==> src/rtl/apb_cmd_master.sv <==
// ---------------------------------------------------------------------------
// apb_cmd_master
//
// APB initiator. Accepts one command at a time on a valid/ready stream,
// decodes the slave select from the address, runs one APB transfer
// (SETUP then ACCESS, with PREADY wait states and a bounded timeout) and
// returns the result on a valid/ready response stream.
//
// Ports
//   PCLK, PRESET          clock, synchronous active-high reset
//   cmd_valid/cmd_ready   command handshake
//   cmd_write/addr/wdata  command fields; cmd_strb only used with APB4_EN
//   rsp_valid/rsp_ready   response handshake
//   rsp_rdata, rsp_err    read data (0 for writes/errors),
//                         error code 00 OK, 01 SLVERR, 10 DECERR, 11 TIMEOUT
//   PSEL..PWDATA          APB request signals (PSEL one-hot over P_NUM)
//   PRDATA/PREADY/PSLVERR per-slave APB returns, slave k at [32k+:32] / [k]
//
// Optional build macro
//   APB4_EN  adds PPROT (tied 3'b000) and PSTRB (latched cmd_strb on writes,
//            0 on reads). Without it cmd_strb is ignored.
// ---------------------------------------------------------------------------
module apb_cmd_master #(
  parameter int unsigned P_NUM      = 4,
  parameter int unsigned P_SLV_BITS = 10,
  parameter logic [31:0] P_BASE     = 32'h0000_0000,
  parameter int unsigned P_TIMEOUT  = 256
) (
  input  logic                   PCLK,
  input  logic                   PRESET,
  input  logic                   cmd_valid,
  output logic                   cmd_ready,
  input  logic                   cmd_write,
  input  logic [31:0]            cmd_addr,
  input  logic [31:0]            cmd_wdata,
  input  logic [3:0]             cmd_strb,
  output logic                   rsp_valid,
  input  logic                   rsp_ready,
  output logic [31:0]            rsp_rdata,
  output logic [1:0]             rsp_err,
  output logic [P_NUM-1:0]       PSEL,
  output logic [31:0]            PADDR,
  output logic                   PENABLE,
  output logic                   PWRITE,
  output logic [31:0]            PWDATA,
  input  logic [32*P_NUM-1:0]    PRDATA,
  input  logic [P_NUM-1:0]       PREADY,
  input  logic [P_NUM-1:0]       PSLVERR
`ifdef APB4_EN
  ,
  output logic [2:0]             PPROT,
  output logic [3:0]             PSTRB
`endif
);

  localparam int unsigned IDX_W = (P_NUM > 1) ? $clog2(P_NUM) : 1;
  localparam int unsigned CNT_W = $clog2(P_TIMEOUT + 1);

  typedef enum logic [1:0] {
    S_IDLE   = 2'd0,
    S_SETUP  = 2'd1,
    S_ACCESS = 2'd2,
    S_RESP   = 2'd3
  } state_e;

  localparam logic [1:0] ERR_OK  = 2'b00;
  localparam logic [1:0] ERR_SLV = 2'b01;
  localparam logic [1:0] ERR_DEC = 2'b10;
  localparam logic [1:0] ERR_TMO = 2'b11;

  state_e             state_q, state_d;
  logic               cmd_ready_q, cmd_ready_d;
  logic [IDX_W-1:0]   idx_q, idx_d;
  logic [31:0]        addr_q, addr_d;
  logic               write_q, write_d;
  logic [31:0]        wdata_q, wdata_d;
  logic [31:0]        rdata_q, rdata_d;
  logic [1:0]         err_q, err_d;
  logic [CNT_W-1:0]   cnt_q, cnt_d;
`ifdef APB4_EN
  logic [3:0]         strb_q, strb_d;
`else
  logic               unused_strb;
  assign unused_strb = ^cmd_strb;
`endif

  // Address decode. The subtraction wraps for addresses below P_BASE, so the
  // lower bound is checked separately.
  logic [31:0] offset;
  logic [31:0] slot;
  logic        in_range;
  assign offset   = cmd_addr - P_BASE;
  assign slot     = offset >> P_SLV_BITS;
  assign in_range = (cmd_addr >= P_BASE) && (slot < P_NUM);

  // Return path of the selected slave only; the others are ignored.
  logic        sel_ready;
  logic        sel_err;
  logic [31:0] sel_rdata;
  always_comb begin
    sel_ready = 1'b0;
    sel_err   = 1'b0;
    sel_rdata = '0;
    for (int k = 0; k < P_NUM; k++) begin
      if (idx_q == IDX_W'(k)) begin
        sel_ready = PREADY[k];
        sel_err   = PSLVERR[k];
        sel_rdata = PRDATA[32*k +: 32];
      end
    end
  end

  // NOTE: every signal written here gets a default first, so no path can
  // leave one unassigned and infer a latch.
  always_comb begin
    state_d = state_q;
    idx_d   = idx_q;
    addr_d  = addr_q;
    write_d = write_q;
    wdata_d = wdata_q;
    rdata_d = rdata_q;
    err_d   = err_q;
    cnt_d   = cnt_q;
`ifdef APB4_EN
    strb_d  = strb_q;
`endif
    unique case (state_q)
      S_IDLE: begin
        if (cmd_valid && cmd_ready_q) begin
          if (in_range) begin
            idx_d   = slot[IDX_W-1:0];
            addr_d  = cmd_addr;
            write_d = cmd_write;
            wdata_d = cmd_wdata;
`ifdef APB4_EN
            strb_d  = cmd_write ? cmd_strb : 4'b0000;
`endif
            state_d = S_SETUP;
          end else begin
            // Undecodable: answer at once, APB bus untouched.
            rdata_d = '0;
            err_d   = ERR_DEC;
            state_d = S_RESP;
          end
        end
      end
      S_SETUP: begin
        cnt_d   = CNT_W'(1);
        state_d = S_ACCESS;
      end
      S_ACCESS: begin
        // PREADY is tested before the timeout so a late ready still wins.
        if (sel_ready) begin
          rdata_d = (!write_q && !sel_err) ? sel_rdata : '0;
          err_d   = sel_err ? ERR_SLV : ERR_OK;
          state_d = S_RESP;
        end else if (cnt_q == CNT_W'(P_TIMEOUT)) begin
          rdata_d = '0;
          err_d   = ERR_TMO;
          state_d = S_RESP;
        end else begin
          cnt_d = cnt_q + CNT_W'(1);
        end
      end
      S_RESP: begin
        if (rsp_ready) state_d = S_IDLE;
      end
      default: state_d = S_IDLE;
    endcase
  end

  // Registered so that cmd_ready stays low through reset and rises only on
  // the first edge after PRESET is released.
  assign cmd_ready_d = (state_d == S_IDLE);

  // NOTE: state is updated with non-blocking assignments so every register
  // samples the values from before the edge, independent of statement order.
  always_ff @(posedge PCLK) begin
    if (PRESET) begin
      state_q     <= S_IDLE;
      cmd_ready_q <= 1'b0;
      idx_q       <= '0;
      addr_q      <= '0;
      write_q     <= 1'b0;
      wdata_q     <= '0;
      rdata_q     <= '0;
      err_q       <= ERR_OK;
      cnt_q       <= '0;
`ifdef APB4_EN
      strb_q      <= '0;
`endif
    end else begin
      state_q     <= state_d;
      cmd_ready_q <= cmd_ready_d;
      idx_q       <= idx_d;
      addr_q      <= addr_d;
      write_q     <= write_d;
      wdata_q     <= wdata_d;
      rdata_q     <= rdata_d;
      err_q       <= err_d;
      cnt_q       <= cnt_d;
`ifdef APB4_EN
      strb_q      <= strb_d;
`endif
    end
  end

  // APB request: address/data registers keep their last values between
  // transfers; only PSEL and PENABLE fall back to 0.
  always_comb begin
    PSEL = '0;
    if (state_q == S_SETUP || state_q == S_ACCESS) begin
      for (int k = 0; k < P_NUM; k++) begin
        if (idx_q == IDX_W'(k)) PSEL[k] = 1'b1;
      end
    end
  end

  assign PENABLE   = (state_q == S_ACCESS);
  assign PADDR     = addr_q;
  assign PWRITE    = write_q;
  assign PWDATA    = wdata_q;
  assign cmd_ready = cmd_ready_q;
  assign rsp_valid = (state_q == S_RESP);
  assign rsp_rdata = rdata_q;
  assign rsp_err   = err_q;
`ifdef APB4_EN
  assign PPROT     = 3'b000;
  assign PSTRB     = strb_q;
`endif

endmodule

==> config.mk <==
export PLATFORM = sky130hd
export DESIGN_NAME = apb_cmd_master
export DESIGN_NICKNAME = d
export VERILOG_FILES = /design/src/rtl/apb_cmd_master.sv
export SDC_FILE = /design/constraint.sdc
export NUM_CORES = 1
export LEC_CHECK = 0
export ABC_AREA = 1
export CAP_MARGIN = 30
export CORE_MARGIN = 1.5
export CORE_UTILIZATION = 35
export CTS_CLUSTER_DIAMETER = 50
export DETAILED_ROUTE_END_ITERATION = 12
export HOLD_SLACK_MARGIN = 0.12
export PLACE_DENSITY = 0.74
export SLEW_MARGIN = 20
export SYNTH_ARGS = -nofsm -noshare
export SYNTH_HDL_FRONTEND = slang
export SYNTH_SLANG_ARGS = --single-unit
==> constraint.sdc <==
create_clock -name PCLK -period 2 [get_ports PCLK]
set_clock_uncertainty 0.05 [all_clocks]
set_input_delay 0.4 -clock PCLK [delete_from_list [all_inputs] [get_ports PCLK]]
set_output_delay 0.4 -clock PCLK [all_outputs]
set_load 0.05 [all_outputs]
==> results of run 1 <==
[final cells by class]
type                       count  area share (%)
timing repair buffer         363            38.5
multi-input combinational    627            29.2
sequential                   111            23.2
inverter                      76            3.01
tap                          211            2.75
clock buffer                   9            2.34
clock inverter                 7           0.963
[cell usage after synthesis, types with 3 or more instances]
master,count
xor2_1,3
ha_1,6
nand3_1,46
nor2_1,191
inv_1,73
nor2_2,7
o2111ai_1,7
o21ai_0,98
a21oi_1,11
inv_2,3
dfxtp_1,111
buf_4,8
clkbuf_1,32
nand2_1,233
nor3_1,9
buf_2,10
[where the power goes]
group	internal, W	switching [W]
Clock	0.000910	0.000990
Combinational	0.00229	0.00331
Sequential	0.00260	0.000191
[critical path, cell delays in order, from the launching register on]
cell and delay (ns):
dfxtp_2 0.35, inv_2 0.05, ha_4 0.28, clkinvlp_4 0.19, nor3_4 0.21, buf_12 0.17
[metal layers]
| layer | global-route usage [%] | routed length, µm |
|---|---|---|
| met1 | 26.6 | 7950 |
| met2 | 41.3 | 9880 |
| met3 | 8.85 | 1750 |
| met4 | 10.9 | 729 |
| met5 | 0 | 0 |
[worst min path at each step]
stage	from	end	slack [ns]	cells after the start
floorplan	cnt_q[5]	cnt_q[5]	0.42	2
global placement	PADDR[17]	PADDR[17]	0.39	2
detailed placement	PADDR[27]	PADDR[27]	0.39	2
CTS	PADDR[27]	PADDR[27]	0.41	2
global route	PADDR[14]	PADDR[14]	0.43	2
finish	PADDR[27]	PADDR[27]	0.41	2
[layout by cell type (no fill, tap or decap), types with 2 or more instances in the layout]
cell type,n
a41oi_1,2
clkinvlp_4,2
clkinv_8,3
or2_2,2
buf_4,77
nor2_1,190
nand3_1,46
inv_2,7
inv_1,68
dlygate4sd2_1,6
clkbuf_16,11
xor2_1,3
o21ai_0,98
dfxtp_2,3
nor3_4,3
dfxtp_1,107
or2_0,2
o2111ai_1,7
a31oi_1,2
ha_4,2
nor2_2,6
nor2_4,2
clkdlybuf4s50_1,221
nand4_1,2
ha_1,4
a21oi_1,11
buf_12,13
nor3_1,6
nand2_1,233
dlymetal6s2s_1,44
[registers in the layout (all words and copies together), names as in the netlist]
register	flops
state_q	2
PADDR	31
PWDATA	32
rsp_rdata	32
rsp_err	2
cmd_ready	1
PWRITE	1
cnt_q	9
idx_q	1
[kinds of logic (layout without fill, tap and decap cells)]
group / after synthesis / in the layout / share of synthesized area (%)
buffers and inverters: 126 / 455 / 9.42
AND/OR/NAND/NOR: 496 / 496 / 36.2
AO/OA/AOI/OAI: 122 / 122 / 11.9
flip-flops: 111 / 111 / 40.6
XOR/XNOR: 3 / 3 / 0.480
adder cells (fa/ha/maj): 6 / 6 / 1.37
[stage by stage]
stage	util, %	total power [W]	TNS [ns]	setup slack [ns]
floorplan	-	0.00603	0	0.00150
global placement	59.3	0.00782	-4.44	-0.0850
detailed placement	59.3	0.00788	-3.73	-0.0825
CTS	61.6	0.00995	-0.249	-0.130
global route	63.0	0.0109	-0.453	-0.129
finish	63.0	0.0103	-0.141	-0.0516
[repair_timing]
item | CTS | global route
resized for setup | 13 | 46
gates cloned | 0 | 2
setup buffers | 4 | 3
pin swaps | 3 | 4
setup endpoints to repair | 10 | 73
hold buffers | 0 | 0
==> flow_summary.yaml, run 1 <==
status:
  status: "finished with violations"
  violations: "setup timing"
floorplan:
  die_area_mm2: 0.0164
  start_util_pct: 35.9
  io_pins: 315
  die_w_um: 128
  die_height_um: 128
  core_area_mm2: 0.0153
  rows: 45
power_and_ir_drop:
  power_leakage_nw: 5.07
  powerDensity_mw_per_mm2: 1070
  peakVddDrop_mv: 0.728
placed_design:
  gp_congestion: 0.932
  io_buffers: 310
  dp_cells: 1379
  dpl_cell_area_mm2: 0.00905
  dp_hpwl_mm: 15.2
worst_setup_path:
  crit_path_end: "PSEL[0]"
  end_kind: "output pin"
  cp_max_fo: 4
  rr_worst_depth: 12
  critPathLaunch: "state_q[1]"
  arrival_ns: 1.60
  worstSetupStartpointType: "flip-flop"
  reg2reg_to: "rsp_rdata[5]"
  critPathKind: "flip-flop to output pin"
  critPathRequiredTime_ns: 1.55
  r2r_start: "state_q[0]"
  r2r_slack_ns: 0.10
cells_and_area:
  stdcell_area_mm2: 0.00961
  nFillCells: 1361
  seqCellArea_mm2: 0.00223
  multi_input_area_mm2: 0.00281
  drive_above_1_share_pct: 11.7
  num_antenna_cells: 0
  nets: 1403
  area_growth_pct: 75.6
  instances_no_fill: 1404
synth:
  synth-main-ff-cell: "dfxtp_1"
  synth_warnings: 0
  synthCells: 864
  synth_top_area_share_pct: 40.6
  ys_seq_area_share_pct: 40.6
  yosys.area.top_type: "dfxtp_1"
  yosysUniqueCellTypes: 27
  ys_ff_latch: 111
  synth-edff-count: 0
  postSynthNetCount: 1079
  syn_area_mm2: 0.00548
  syn_area_per_cell_um2: 6.34
  async_flop_share_pct: 0
  synthTopCellsByArea: "dfxtp_1, nand2_1, nor2_1"
clock_tree:
  numCtsBuffers: 9
  ctsRootBufferMaster: "clkbuf_16"
  clock-sinks: 111
  insertion_delay_ns: 0.36
  cts_max_level: 3
  cts_max_path_buffers: 2
  cts_tree: "yes"
  cts.clk_slew.worst_paths_ns: 0.08
global_route:
  antenna_found_initial: 0
  overflow: 0
  track_usage_pct: 24.1
  grt_pass1_wl_mm: 30.9
  grt_pass1_vias: 6274
  grt_max_degree: 77
worst_hold_path:
  hold_path.class: "flip-flop to flip-flop"
route:
  viasPerCell: 4.65
  drtIter0Drc: 405
  drc: 0
  vias: 6528
  drtAntennaViolNets: 0
  wl_mm: 20.3
  routedWlPerCell_um: 14.5
  first_pass_iters: 6
timing:
  fin_crit_sh_pct: 103
  whs_ns: 0.405
  final.setup.worst_slack_ns: -0.0516
  max_freq_mhz: 487
  maxSlewHeadroom_pct: 63.8
  hold_viol_final: 0
  max_slew.worst_pin.slew_ns: 0.542
  slew_viol_final: 0
  rsz0062_at_grt: "true"
  setup_violations: 3
  min_period_ns: 2.05
run:
  maxCapViolCount: 0
Power figures use the tool's default switching activity.
==> run 2, diff against run 1 <==
- DONT_BUFFER_PORTS: default -> 1
- PLACE_DENSITY: 0.74 -> 0.48
==> run 2 against run 1 <==
Against the previous run:
- the run still ends with setup timing left
- sequential cell count did not move
- die area is the same
- global-route usage fell by 3.5 points
- via count shrank 17%
- routed wire length down 14%
- critical path type unchanged
- largest cell class is now multi-input combinational cells
==> flow_summary.yaml, run 2 (synthesized netlist as in run 1, its figures left out) <==
placed_design:
  io_buffers: 0
  gp_congestion: 0.939
  dpl_cell_area_mm2: 0.00592
  pre_cts_slack_ns: -0.0419
  dp_hpwl_mm: 13.0
floorplan:
  die_area_mm2: 0.0164
  start_util_pct: 35.9
  die_w_um: 128
  core_area_mm2: 0.0153
  rows: 45
  io_pins: 315
  die_height_um: 128
cells_and_area:
  area_growth_pct: 16.2
  drive_above_1_share_pct: 9.97
  final_common_cell: "nand2_1"
  final_cell_mix: "nand2_1, nor2_1, dfxtp_1"
  stdcell_area_mm2: 0.00636
  nets: 1083
power_and_ir_drop:
  powerDensity_mw_per_mm2: 1380
  power_leakage_nw: 2.94
  peakVddDrop_mv: 0.645
timing:
  fin_setup_tns_ns: -0.152
  min_period_ns: 2.07
  fin_crit_sh_pct: 103
  final.setup.worst_slack_ns: -0.0697
  rsz0062_at_grt: "true"
  slew_viol_final: 0
  hold_viol_final: 0
  maxSlewHeadroom_pct: 60.4
  max_freq_mhz: 483
  setup_violations: 4
  max_slew.worst_pin.slew_ns: 0.594
clock_tree:
  cts_max_path_buffers: 2
  cts_max_level: 3
  insertion_delay_ns: 0.35
  cts.clk_slew.worst_paths_ns: 0.08
  ctsRootBufferMaster: "clkbuf_16"
  numCtsBuffers: 9
  cts_tree: "yes"
  clock-sinks: 111
route:
  drc: 0
  drtIter0Drc: 257
  first_pass_iters: 4
  vias: 5403
  routedWlPerCell_um: 16.1
  viasPerCell: 4.98
  wl_mm: 17.5
  drtAntennaViolNets: 0
global_route:
  overflow: 0
  grt_max_degree: 57
  grt_pass1_wl_mm: 26.3
  track_usage_pct: 20.6
  grt_pass1_vias: 5116
  antenna_found_initial: 1
worst_hold_path:
  whs_endpoint: "PWDATA[28]"
  hp-start: "cmd_wdata[28]"
  hold_path.class: "input port to flip-flop"
  holdPathStages: 2
worst_setup_path:
  cp_max_fo: 3
  arrival_ns: 1.62
  critPathRequiredTime_ns: 1.55
  rr_worst_depth: 10
  critPathKind: "flip-flop to output pin"
  path_depth: 6
  worst-path-buf-inv: 4
  reg2reg_to: "rsp_rdata[7]"
  critPathMaxStageDelay_ns: 0.34
  cp_top_family: "buffers and inverters"
  end_kind: "output pin"
  worstSetupStartpointType: "flip-flop"
  crit_path_cell_trace: "inv_2 -> ha_4 -> clkinvlp_4 -> buf_6 -> nor3_4 -> buf_12"
  critPathSlowestCell: "dfxtp_2"
  r2r_slack_ns: 0.17
  r2r_start: "PADDR[11]"
status:
  status: "finished with violations"
  violations: "setup timing"
run:
  maxCapViolCount: 0
-- run 2: cell count changes in the layout (fill, tap and decap cells not counted), sizes merged --
cell / previous run / this run
clkbuf: 11 / 9
dlymetal6s2s: 44 / 0
dlygate4sd2: 6 / 0
clkinvlp: 2 / 1
diode: 0 / 1
clkinv: 3 / 4
dlygate4sd3: 0 / 3
buf: 90 / 40
clkdlybuf4s50: 221 / 0
-- run 2: layer usage --
metal,GRT usage [%],wire (µm)
met4,9.72,602
met2,36.4,8290
met1,21.7,6740
met3,7.68,1850
met5,0,0
-- run 2: repair_timing --
action	4_1_cts	5_1_grt
setup endpoints to repair	11	31
hold buffers	3	0
gates resized for setup	9	6
setup buffers	6	1
endpoints found under the hold margin	10	0
pin swaps	3	2
-- run 2: how the worst max path moves through the flow --
stage | from | slack (ns) | end
4_1_cts | state_q[0] | -0.14 | PSEL[0]
6_report | state_q[1] | -0.07 | PSEL[0]
3_5_place_dp | state_q[0] | -0.04 | PWDATA[13]
3_3_place_gp | state_q[0] | 0.04 | PWDATA[13]
5_1_grt | state_q[1] | -0.14 | PSEL[0]
2_1_floorplan | state_q[0] | 0.001 | rsp_err[0]
-- run 2: final cells by class --
cell class                 instances  area, µm²
fill                            1647       8900
multi-input combinational        627       2810
sequential                       111       2230
timing repair buffer              43        463
inverter                          76        289
tap                              211        264
clock buffer                       9        225
clock inverter                     7       75.1
antenna                            1       2.50
-- run 2: power breakdown --
part           switching, W  internal [W]  total, W
logic               0.00180       0.00116   0.00296
clock network      0.000910      0.000886   0.00180
registers           0.00144       0.00260   0.00404
total               0.00415       0.00464   0.00879
-- run 2: stage by stage --
stage	std cells	hold WS (ns)	util [%]	power [W]
2_1_floorplan	864	0.422	-	0.00603
3_3_place_gp	1058	0.424	38.8	0.00676
6_report	1085	0.129	41.7	0.00879
5_1_grt	1085	0.131	41.7	0.00937
3_5_place_dp	1058	0.425	38.8	0.00680
4_1_cts	1083	0.122	41.5	0.00887
